==> src/rtl/psec5_spi_pkg.sv <==
// Shared definitions for the SPI command receiver: FSM states and address-map constants.
package psec5_spi_pkg;

    typedef enum logic [1:0] {
        IDLE = 2'd0,
        ADDR = 2'd1,
        DATA = 2'd2,
        READ = 2'd3
    } state_t;

    localparam int unsigned NUM_REGS_DEFAULT = 59;
    localparam logic [6:0]  RESERVED_ADDR    = 7'd0;
    localparam int unsigned WRITE_FLAG_BIT   = 7;

endpackage

==> src/rtl/s2p_shift_register.sv <==
// 8-bit LSB-first serial-to-parallel shifter with a wrapping bit counter.
module s2p_shift_register (
    input  logic       sclk,
    input  logic       rstn,
    input  logic       clear,
    input  logic       shift_en,
    input  logic       serial_in,
    output logic [7:0] next_byte,
    output logic       byte_done
);

    logic [7:0] shreg;
    logic [2:0] bit_cnt;

    // Byte value including the bit sampled on this edge, so the FSM can decode on the completing edge.
    assign next_byte = {serial_in, shreg[7:1]};
    assign byte_done = shift_en && (bit_cnt == 3'd7);

    always_ff @(posedge sclk or negedge rstn) begin
        if (!rstn) begin
            shreg   <= '0;
            bit_cnt <= '0;
        end else if (clear) begin
            shreg   <= '0;
            bit_cnt <= '0;
        end else if (shift_en) begin
            shreg   <= next_byte;
            bit_cnt <= bit_cnt + 3'd1;
        end
    end

endmodule

==> src/rtl/spi_cmd_receiver.sv <==
// SPI command receiver: decodes an LSB-first command byte, then either captures a write
// payload or selects a register for an 8-cycle readback through the downstream shifter.
module spi_cmd_receiver
    import psec5_spi_pkg::*;
#(
    parameter int unsigned NUM_REGS = NUM_REGS_DEFAULT
) (
    input  logic       sclk,
    input  logic       rstn,
    input  logic       csn,
    input  logic       serial_in,
    output logic [7:0] mux_addr,
    output logic       p2s_rstn,
    output logic       wr_en,
    output logic [7:0] wr_addr,
    output logic [7:0] wr_data,
    output logic       addr_err,
    output logic       busy
);

    localparam logic [7:0] MAX_ADDR = 8'(NUM_REGS);

    state_t     state, state_next;
    logic [2:0] read_cnt, read_cnt_next;
    logic [6:0] cmd_addr, cmd_addr_next;
    logic [7:0] mux_addr_next, wr_addr_next, wr_data_next;
    logic       wr_en_next, addr_err_next;

    logic [7:0] rx_byte;
    logic [7:0] rx_addr;
    logic       byte_done;
    logic       shift_en;

    // Shifting is active in IDLE too so the first command bit is captured on the frame-start edge.
    assign shift_en = !csn && (state != READ);
    assign rx_addr  = {1'b0, rx_byte[6:0]};
    assign busy     = (state != IDLE);

    s2p_shift_register u_s2p (
        .sclk      (sclk),
        .rstn      (rstn),
        .clear     (csn),
        .shift_en  (shift_en),
        .serial_in (serial_in),
        .next_byte (rx_byte),
        .byte_done (byte_done)
    );

    always_comb begin
        state_next    = state;
        read_cnt_next = read_cnt;
        cmd_addr_next = cmd_addr;
        mux_addr_next = mux_addr;
        wr_addr_next  = wr_addr;
        wr_data_next  = wr_data;
        wr_en_next    = 1'b0;
        addr_err_next = 1'b0;

        unique case (state)
            IDLE: begin
                if (!csn) state_next = ADDR;
            end
            ADDR: begin
                if (csn) begin
                    state_next = IDLE;
                end else if (byte_done) begin
                    if (rx_byte[WRITE_FLAG_BIT]) begin
                        state_next    = DATA;
                        cmd_addr_next = rx_byte[6:0];
                    end else begin
                        state_next    = READ;
                        read_cnt_next = '0;
                        if (rx_addr > MAX_ADDR) begin
                            mux_addr_next = '0;
                            addr_err_next = 1'b1;
                        end else begin
                            mux_addr_next = rx_addr;
                        end
                    end
                end
            end
            DATA: begin
                if (csn) begin
                    state_next = IDLE;
                end else if (byte_done) begin
                    state_next = ADDR;
                    if ((cmd_addr != RESERVED_ADDR) && ({1'b0, cmd_addr} <= MAX_ADDR)) begin
                        wr_en_next   = 1'b1;
                        wr_addr_next = {1'b0, cmd_addr};
                        wr_data_next = rx_byte;
                    end else begin
                        addr_err_next = 1'b1;
                    end
                end
            end
            READ: begin
                if (csn) begin
                    state_next = IDLE;
                end else if (read_cnt == 3'd7) begin
                    state_next = ADDR;
                end else begin
                    read_cnt_next = read_cnt + 3'd1;
                end
            end
            default: state_next = IDLE;
        endcase
    end

    always_ff @(posedge sclk or negedge rstn) begin
        if (!rstn) begin
            state    <= IDLE;
            read_cnt <= '0;
            cmd_addr <= '0;
            mux_addr <= '0;
            p2s_rstn <= 1'b0;
            wr_en    <= 1'b0;
            wr_addr  <= '0;
            wr_data  <= '0;
            addr_err <= 1'b0;
        end else begin
            state    <= state_next;
            read_cnt <= read_cnt_next;
            cmd_addr <= cmd_addr_next;
            mux_addr <= mux_addr_next;
            p2s_rstn <= (state_next == READ);
            wr_en    <= wr_en_next;
            wr_addr  <= wr_addr_next;
            wr_data  <= wr_data_next;
            addr_err <= addr_err_next;
        end
    end

endmodule

==> config.mk <==
export PLATFORM = sky130hd
export DESIGN_NAME = spi_cmd_receiver
export DESIGN_NICKNAME = d
export VERILOG_FILES = /design/src/rtl/psec5_spi_pkg.sv /design/src/rtl/s2p_shift_register.sv /design/src/rtl/spi_cmd_receiver.sv
export SDC_FILE = /design/constraint.sdc
export NUM_CORES = 1
export LEC_CHECK = 0
export BUFFER_PORTS_ARGS = -buffer_cell sky130_fd_sc_hd__buf_4
export CAP_MARGIN = 25
export CORE_MARGIN = 3
export CORE_UTILIZATION = 35
export DETAILED_ROUTE_END_ITERATION = 10
export REMOVE_ABC_BUFFERS = 1
export SYNTH_ARGS = -nofsm -noshare
export SYNTH_HDL_FRONTEND = slang
export SYNTH_SLANG_ARGS = --single-unit
==> constraint.sdc <==
create_clock -name sclk -period 3.3 [get_ports sclk]
set_input_delay 0.33 -clock sclk [delete_from_list [all_inputs] [get_ports sclk]]
set_output_delay 0.33 -clock sclk [all_outputs]
set_load 0.005 [all_outputs]
# Yosys cells after proc, flatten, opt, wreduce, memory -nomap -nowiden
# Index checks and enable logic that the tools add are counted.
# classes
addsub,2
magnitude_cmp,2
n_eq_ne,12
mux,32
bitwise_logic,2
n_reduce_logical,13
# op_table
operator,n
3-bit 2-to-1 mux,7
8-bit 2-to-1 mux,2
2-bit 2-to-1 mux,7
1-bit 2-to-1 mux,12
"2-bit != test, second input constant",6
4-bit AND reduction,3
2-bit case mux with 4 select lines,1
"7-bit by 6-bit > comparator with 1-bit output, second input constant",1
"7-bit by 6-bit <= comparator with 1-bit output, second input constant",1
7-bit 2-to-1 mux,1
7-bit nonzero test,1
"3-bit by 1-bit adder with 3-bit output, second input constant",2
"2-bit == test, second input constant",3
"3-bit == test, second input constant",2
3-bit case mux with 2 select lines,1
6-bit AND reduction,1
2-bit nonzero test,3
1-bit logical AND,3
"2-bit by 1-bit == test with 1-bit output, second input constant",1
2-bit logical NOT,1
1-bit NOT,2
1-bit case mux with 2 select lines,1
1-bit logical NOT,1
# totals
regBits,49
inputBits,4
out_inout_bits,28
word_cells,74

# Logic depth before layout (Yosys ltp)
# depth
ltp_word,7
depth_mapped,7
ltp_nobuf,6

# Modules after synthesis
# Synthesis repeated with hierarchy kept, for this count alone.
# unflattened
cells_unflattened,165
hier_area_um2,2149.6
# modules_own_cells
module,n_inst,cells_per_inst,area_each_um2,seq_area_each_um2
spi_cmd_receiver,1,129,1706.6,925.9
s2p_shift_register,1,36,442.9,250.2

# Least setup slack after synthesis
# Ideal clock, no wire load.
# synth_timing
path_type,reg2reg
from,reg state[0]
to,reg wr_data[0]
setup_ns,0.125
arrival_ns,1.848
required_time_ns,3.175
slack_ns,1.327
path_stages_with_launch,8
path_buffers,2
synth_period_minus_slack_ns,1.973
cell_sequence,dfrtp_1 > ha_1 > buf_6 > nand2b_4 > nor4b_4 > nand2_4 > buf_6 > mux2_4
# synth_between
elab_chain_len,4
word_cells_on_any_way,5
cone_classes,eq/ne: 2; reduce/logical: 3
# synth_lines
item,line,rtl
from (decl),spi_cmd_receiver.sv:23,"state_t state, state_next;"
from (signal assigned),spi_cmd_receiver.sv:121,state <= state_next;
2-bit != test,spi_cmd_receiver.sv:35,assign shift_en = !csn && (state != READ);
1-bit logical AND,spi_cmd_receiver.sv:35,
1-bit logical AND,s2p_shift_register.sv:17,assign byte_done = shift_en && (bit_cnt == 3'd7);
4-bit AND reduction (no source line) (*),-,
to (signal assigned),spi_cmd_receiver.sv:128,wr_data <= wr_data_next;
to (decl),spi_cmd_receiver.sv:16,"output logic [7:0] wr_data,"
# Every way passes the cells marked *; elsewhere a longest branch is shown, timed or not.
# A chain may end at the register's enable or synchronous reset.

# Worst setup path after layout
# Same ends and word-level chain as after synthesis.

==> results.md <==
Die:
- The initial utilization of the core area, before any placement, comes to 37.1%.
- Measured along the y axis, the die boundary spans roughly 84 um.
- The top-level I/O count is 32.
- The total area inside the core boundary comes to 0.00568 mm2.
- The total number of placement rows is 27.
- The area of the die is about 0.007 mm2.
- From left edge to right edge, the die measures approximately 84 um.

Power:
- Summed over all cells, the static leakage comes to approximately 1.3 nW.
- The worst-case IR drop observed on VDD is ~260 uV.
- The power per cell area is ~490 mW/mm2.

Drt:
- The routed layout has ~1300 vias.
- The first detailed-routing pass took 4 iterations.
- The number of nets with antenna violations after detailed routing is 0.
- The initial DRC count is 53.
- The total routed wirelength is roughly 3.8 mm.
- Using the TritonRoute via totals, the vias-per-cell ratio works out to 5.06.
- Dividing the detail-routed wire length by the instance count gives ~15 um.
- The post-detailed-route DRC marker count is 0.

Logic synthesis:
- The most used flip-flop cell after synthesis is sky130_fd_sc_hd__dfrtp_1.
- Of the post-synthesis cell area, the dominant cell type holds between 50% and 60%.
- The proportion of synthesized flip-flops having asynchronous set or reset is 100%.
- After synthesis, the mean cell area works out to 12.8 um2.
- The number of distinct standard cells referenced by the synthesized netlist is 36.
- Synthesis produced 164 cells.
- Synthesis inferred 47 register bits.
- The synthesized design spends more area on one cell type than any other, namely sky130_fd_sc_hd__dfrtp_1.
- Yosys attributes the largest share of cell area to sky130_fd_sc_hd__dfrtp_1 (56%), sky130_fd_sc_hd__mux2_2 (7.5%), sky130_fd_sc_hd__mux2i_1 (5.7%), sky130_fd_sc_hd__ha_1 (5.3%), sky130_fd_sc_hd__a22o_1 (5.0%).
- Sequential cells were found to cover 55.9% of the synthesized design area.
- The cell area that synthesis handed to floorplanning was approximately 0.0021 mm2.
- The number of synthesis warnings is 0.
- The count of flip-flops with a built-in enable after synthesis is 0.

Global routing:
- The first global-routing pass estimated 6.50 mm of wire.
- The global-route congestion overflow total is 0.
- The via count of the first global-routing pass is 1344.
- The number of antenna violations at the first check in global routing was 0.
- Entering global routing, the biggest net connects 48 pins.
- The overall fraction of global-route tracks in use is 11.6%.

Min path:
- The worst hold path class is in -> async.

Placed design:
- The count of port buffers added during placement is 29.
- The final HPWL from detailed placement is approximately 2.7 mm.
- The congestion estimate from routability-driven global placement came to around 0.72.

STA:
- The slew at the pin closest to its max-slew limit is 0.876 ns.
- The final count of pins violating max slew is 0.
- The smallest clock period supported by the final layout is computed as 2.36 ns.
- Hold is met by around 0.035 ns.
- Setup repair after global routing left no endpoint under its margin.
- The total count of hold-check failures in the final report is 0.
- Setup violations remaining at the end of the flow were counted as 0.
- The worst clock skew is about 0.0042 ns.
- In the finished design, the share of the clock period the worst path needs comes to 71.6%.
- The final setup TNS is 0 ns.
- Headroom to the max-slew limit came out at between 40% and 50%.
- The fmax is roughly 420 MHz.

Clock tree:
- The clock tree from TritonCTS is done.
- In this run, post-CTS hold repair placed 0 buffers.
- The tree is rooted in a sky130_fd_sc_hd__clkbuf_8.
- After clock tree synthesis, the repair step resized 0 gates.
- The clock edge transition at the registers on the reported setup and hold paths is 0.08 ns.
- Buffers added to address setup during post-CTS repair amount to 0.
- The H-tree was split into 2 levels.
- The TritonCTS sink count is 47.
- The clock latency at the later pin of the worst-skew pair is around 0.30 ns.
- Buffers inserted during clock tree synthesis total 5.
- The worst-case clock buffer depth is 2.

Outcome:
- The run finished with clean final reports.

Worst setup path:
- The worst setup path is of the reg -> reg kind.
- The critical path arrival is between 2 and 3 ns.
- The slowest cell on the critical path is sky130_fd_sc_hd__ha_1.
- The critical register-to-register path endpoint is wr_data[0].
- The data required time at the worst endpoint is about 3.5 ns.
- In this design, the stage delay of the slowest critical-path cell is just over 0.5 ns.
- The startpoint identified for the worst register-to-register timing path is state[0].
- The worst setup path is captured at a flip-flop.
- The largest driver fanout on the critical path is 20.
- In this design, the largest share of critical-path delay is due to simple AND/OR/NAND/NOR gates.
- The type of origin of the critical path is a flip-flop.
- The sum of buffers and inverters on the critical path is 0.
- The worst-case register-to-register setup slack is 0.94 ns.
- The signal on the critical path passes through ha_1 > nand2b_4 > nor4b_4 > nand2_4 > mux2_4.
- The cell count of the worst reg-to-reg path is 5.

Layout:
- In the final layout, the multi-input gates occupy 842 um2.
- The number of fill cells in the layout is about 550.
- The total inserted antenna cells is 0.
- The register cell area after layout is ~0.0012 mm2.
- The area added between synthesis and finish is 18.5%.
- Of the cells placed in the final design, the portion with a size suffix greater than 1 is between 20% and 30%.
- After the last flow step, the layout net total stands at about 210.

Flow run:
- Max-cap violations in this run came to 0.
-- kinds of logic (layout without fill, tap and decap cells) --
| logic type | count (synthesis) | after routing | share of synthesized area, % |
|---|---|---|---|
| buffers and inverters | 18 | 46 | 4.34 |
| DFF | 47 | 47 | 55.9 |
| muxes | 28 | 28 | 14.6 |
| adders and majority gates | 9 | 9 | 5.35 |
| and+or+nand+nor | 34 | 34 | 9.57 |
| xor gates and xnor gates | 2 | 2 | 0.832 |
| other | 1 | 2 | 0.178 |
| AOI/OAI and AO/OA | 25 | 25 | 9.27 |
-- synthesized netlist by cell type, types with 2 or more instances --
master                      n
sky130_fd_sc_hd__mux2_4     2
sky130_fd_sc_hd__a31oi_1    2
sky130_fd_sc_hd__o21ai_0    2
sky130_fd_sc_hd__a22o_1    12
sky130_fd_sc_hd__clkbuf_1   4
sky130_fd_sc_hd__mux2_2    14
sky130_fd_sc_hd__inv_1      9
sky130_fd_sc_hd__nand2_1    5
sky130_fd_sc_hd__nor2_1    16
sky130_fd_sc_hd__a22oi_1    2
sky130_fd_sc_hd__and2_1     2
sky130_fd_sc_hd__ha_1       9
sky130_fd_sc_hd__dfrtp_1   47
sky130_fd_sc_hd__a41oi_1    2
sky130_fd_sc_hd__nor2b_1    2
sky130_fd_sc_hd__buf_4      2
sky130_fd_sc_hd__mux2i_1   12
sky130_fd_sc_hd__buf_6      2
-- routing by layer --
metal	vias up	GRT usage [%]	part of all wire (%)	routed length, um
met3	9	2.86	4.0	154
met4	0	4.97	2.1	80
li1	622	-	-	-
met2	27	18.6	47	1810
met5	-	0	0	0
met1	682	14.9	47	1800
-- state kept, by name (all words and copies together), names as in the netlist --
signal / flops
cmd_addr: 7
wr_en: 1
wr_data: 8
u_s2p.shreg: 7
u_s2p.bit_cnt: 3
mux_addr: 7
p2s_rstn: 1
read_cnt: 3
addr_err: 1
wr_addr: 7
state: 2
-- how the worst max path moves through the flow --
| stage | startpoint | to | slack [ns] | cells after the start |
|---|---|---|---|---|
| 2_1_floorplan | state[0] | wr_data[0] | 1.20 | 5 |
| 3_3_place_gp | state[0] | wr_data[0] | 0.99 | 5 |
| 3_5_place_dp | state[0] | wr_data[1] | 0.91 | 5 |
| 4_1_cts | state[0] | wr_data[0] | 0.91 | 5 |
| 5_1_grt | state[0] | wr_data[0] | 0.82 | 5 |
| 6_report | state[0] | wr_data[0] | 0.94 | 5 |
-- stage by stage --
step	instance area [um2]	total power, mW	utilization (%)	std cells	worst slack, ns
global placement	2360	0.734	41.6	257	0.995
global route	2500	1.28	44.0	265	0.815
floorplan	2050	0.687	-	156	1.20
CTS	2500	1.23	44.0	265	0.908
finish	2500	1.21	44.0	265	0.938
detailed placement	2360	0.735	41.6	257	0.913
-- report_power, final --
| part | internal [mW] | switching [mW] | total (mW) |
|---|---|---|---|
| clock | 0.302 | 0.189 | 0.491 |
| sequential | 0.590 | 0.0138 | 0.604 |
| combinational | 0.0472 | 0.0712 | 0.118 |
-- cell usage in the layout (no fill, tap or decap) --
master	instances
sky130_fd_sc_hd__a2111oi_0	1
sky130_fd_sc_hd__a21boi_0	1
sky130_fd_sc_hd__a21oi_1	1
sky130_fd_sc_hd__a22o_1	12
sky130_fd_sc_hd__a22oi_1	2
sky130_fd_sc_hd__a31oi_1	2
sky130_fd_sc_hd__a41oi_1	2
sky130_fd_sc_hd__and2_1	2
sky130_fd_sc_hd__and3b_1	1
sky130_fd_sc_hd__and4bb_2	1
sky130_fd_sc_hd__buf_4	29
sky130_fd_sc_hd__bufinv_16	2
sky130_fd_sc_hd__clkbuf_8	5
sky130_fd_sc_hd__clkinvlp_4	1
sky130_fd_sc_hd__conb_1	2
sky130_fd_sc_hd__dfrtp_1	47
sky130_fd_sc_hd__ha_1	9
sky130_fd_sc_hd__inv_1	9
sky130_fd_sc_hd__mux2_2	14
sky130_fd_sc_hd__mux2_4	2
sky130_fd_sc_hd__mux2i_1	12
sky130_fd_sc_hd__nand2_1	5
sky130_fd_sc_hd__nand2_4	1
sky130_fd_sc_hd__nand2b_1	1
sky130_fd_sc_hd__nand2b_4	1
sky130_fd_sc_hd__nand3b_1	1
sky130_fd_sc_hd__nor2_1	16
sky130_fd_sc_hd__nor2b_1	2
sky130_fd_sc_hd__nor3b_1	1
sky130_fd_sc_hd__nor4_1	1
sky130_fd_sc_hd__nor4b_4	1
sky130_fd_sc_hd__o21a_1	1
sky130_fd_sc_hd__o21ai_0	2
sky130_fd_sc_hd__o22ai_1	1
sky130_fd_sc_hd__xnor2_1	1
sky130_fd_sc_hd__xor2_1	1
-- layout make-up --
| cell class | count | area share (%) |
|---|---|---|
| multi-input combinational | 100 | 33.7 |
| timing repair buffer | 29 | 8.72 |
| clock inverter | 3 | 2.71 |
| tap | 72 | 3.61 |
| clock buffer | 5 | 2.76 |
| inverter | 9 | 1.35 |
| sequential | 47 | 47.1 |
(Power assumes the default switching activity.)
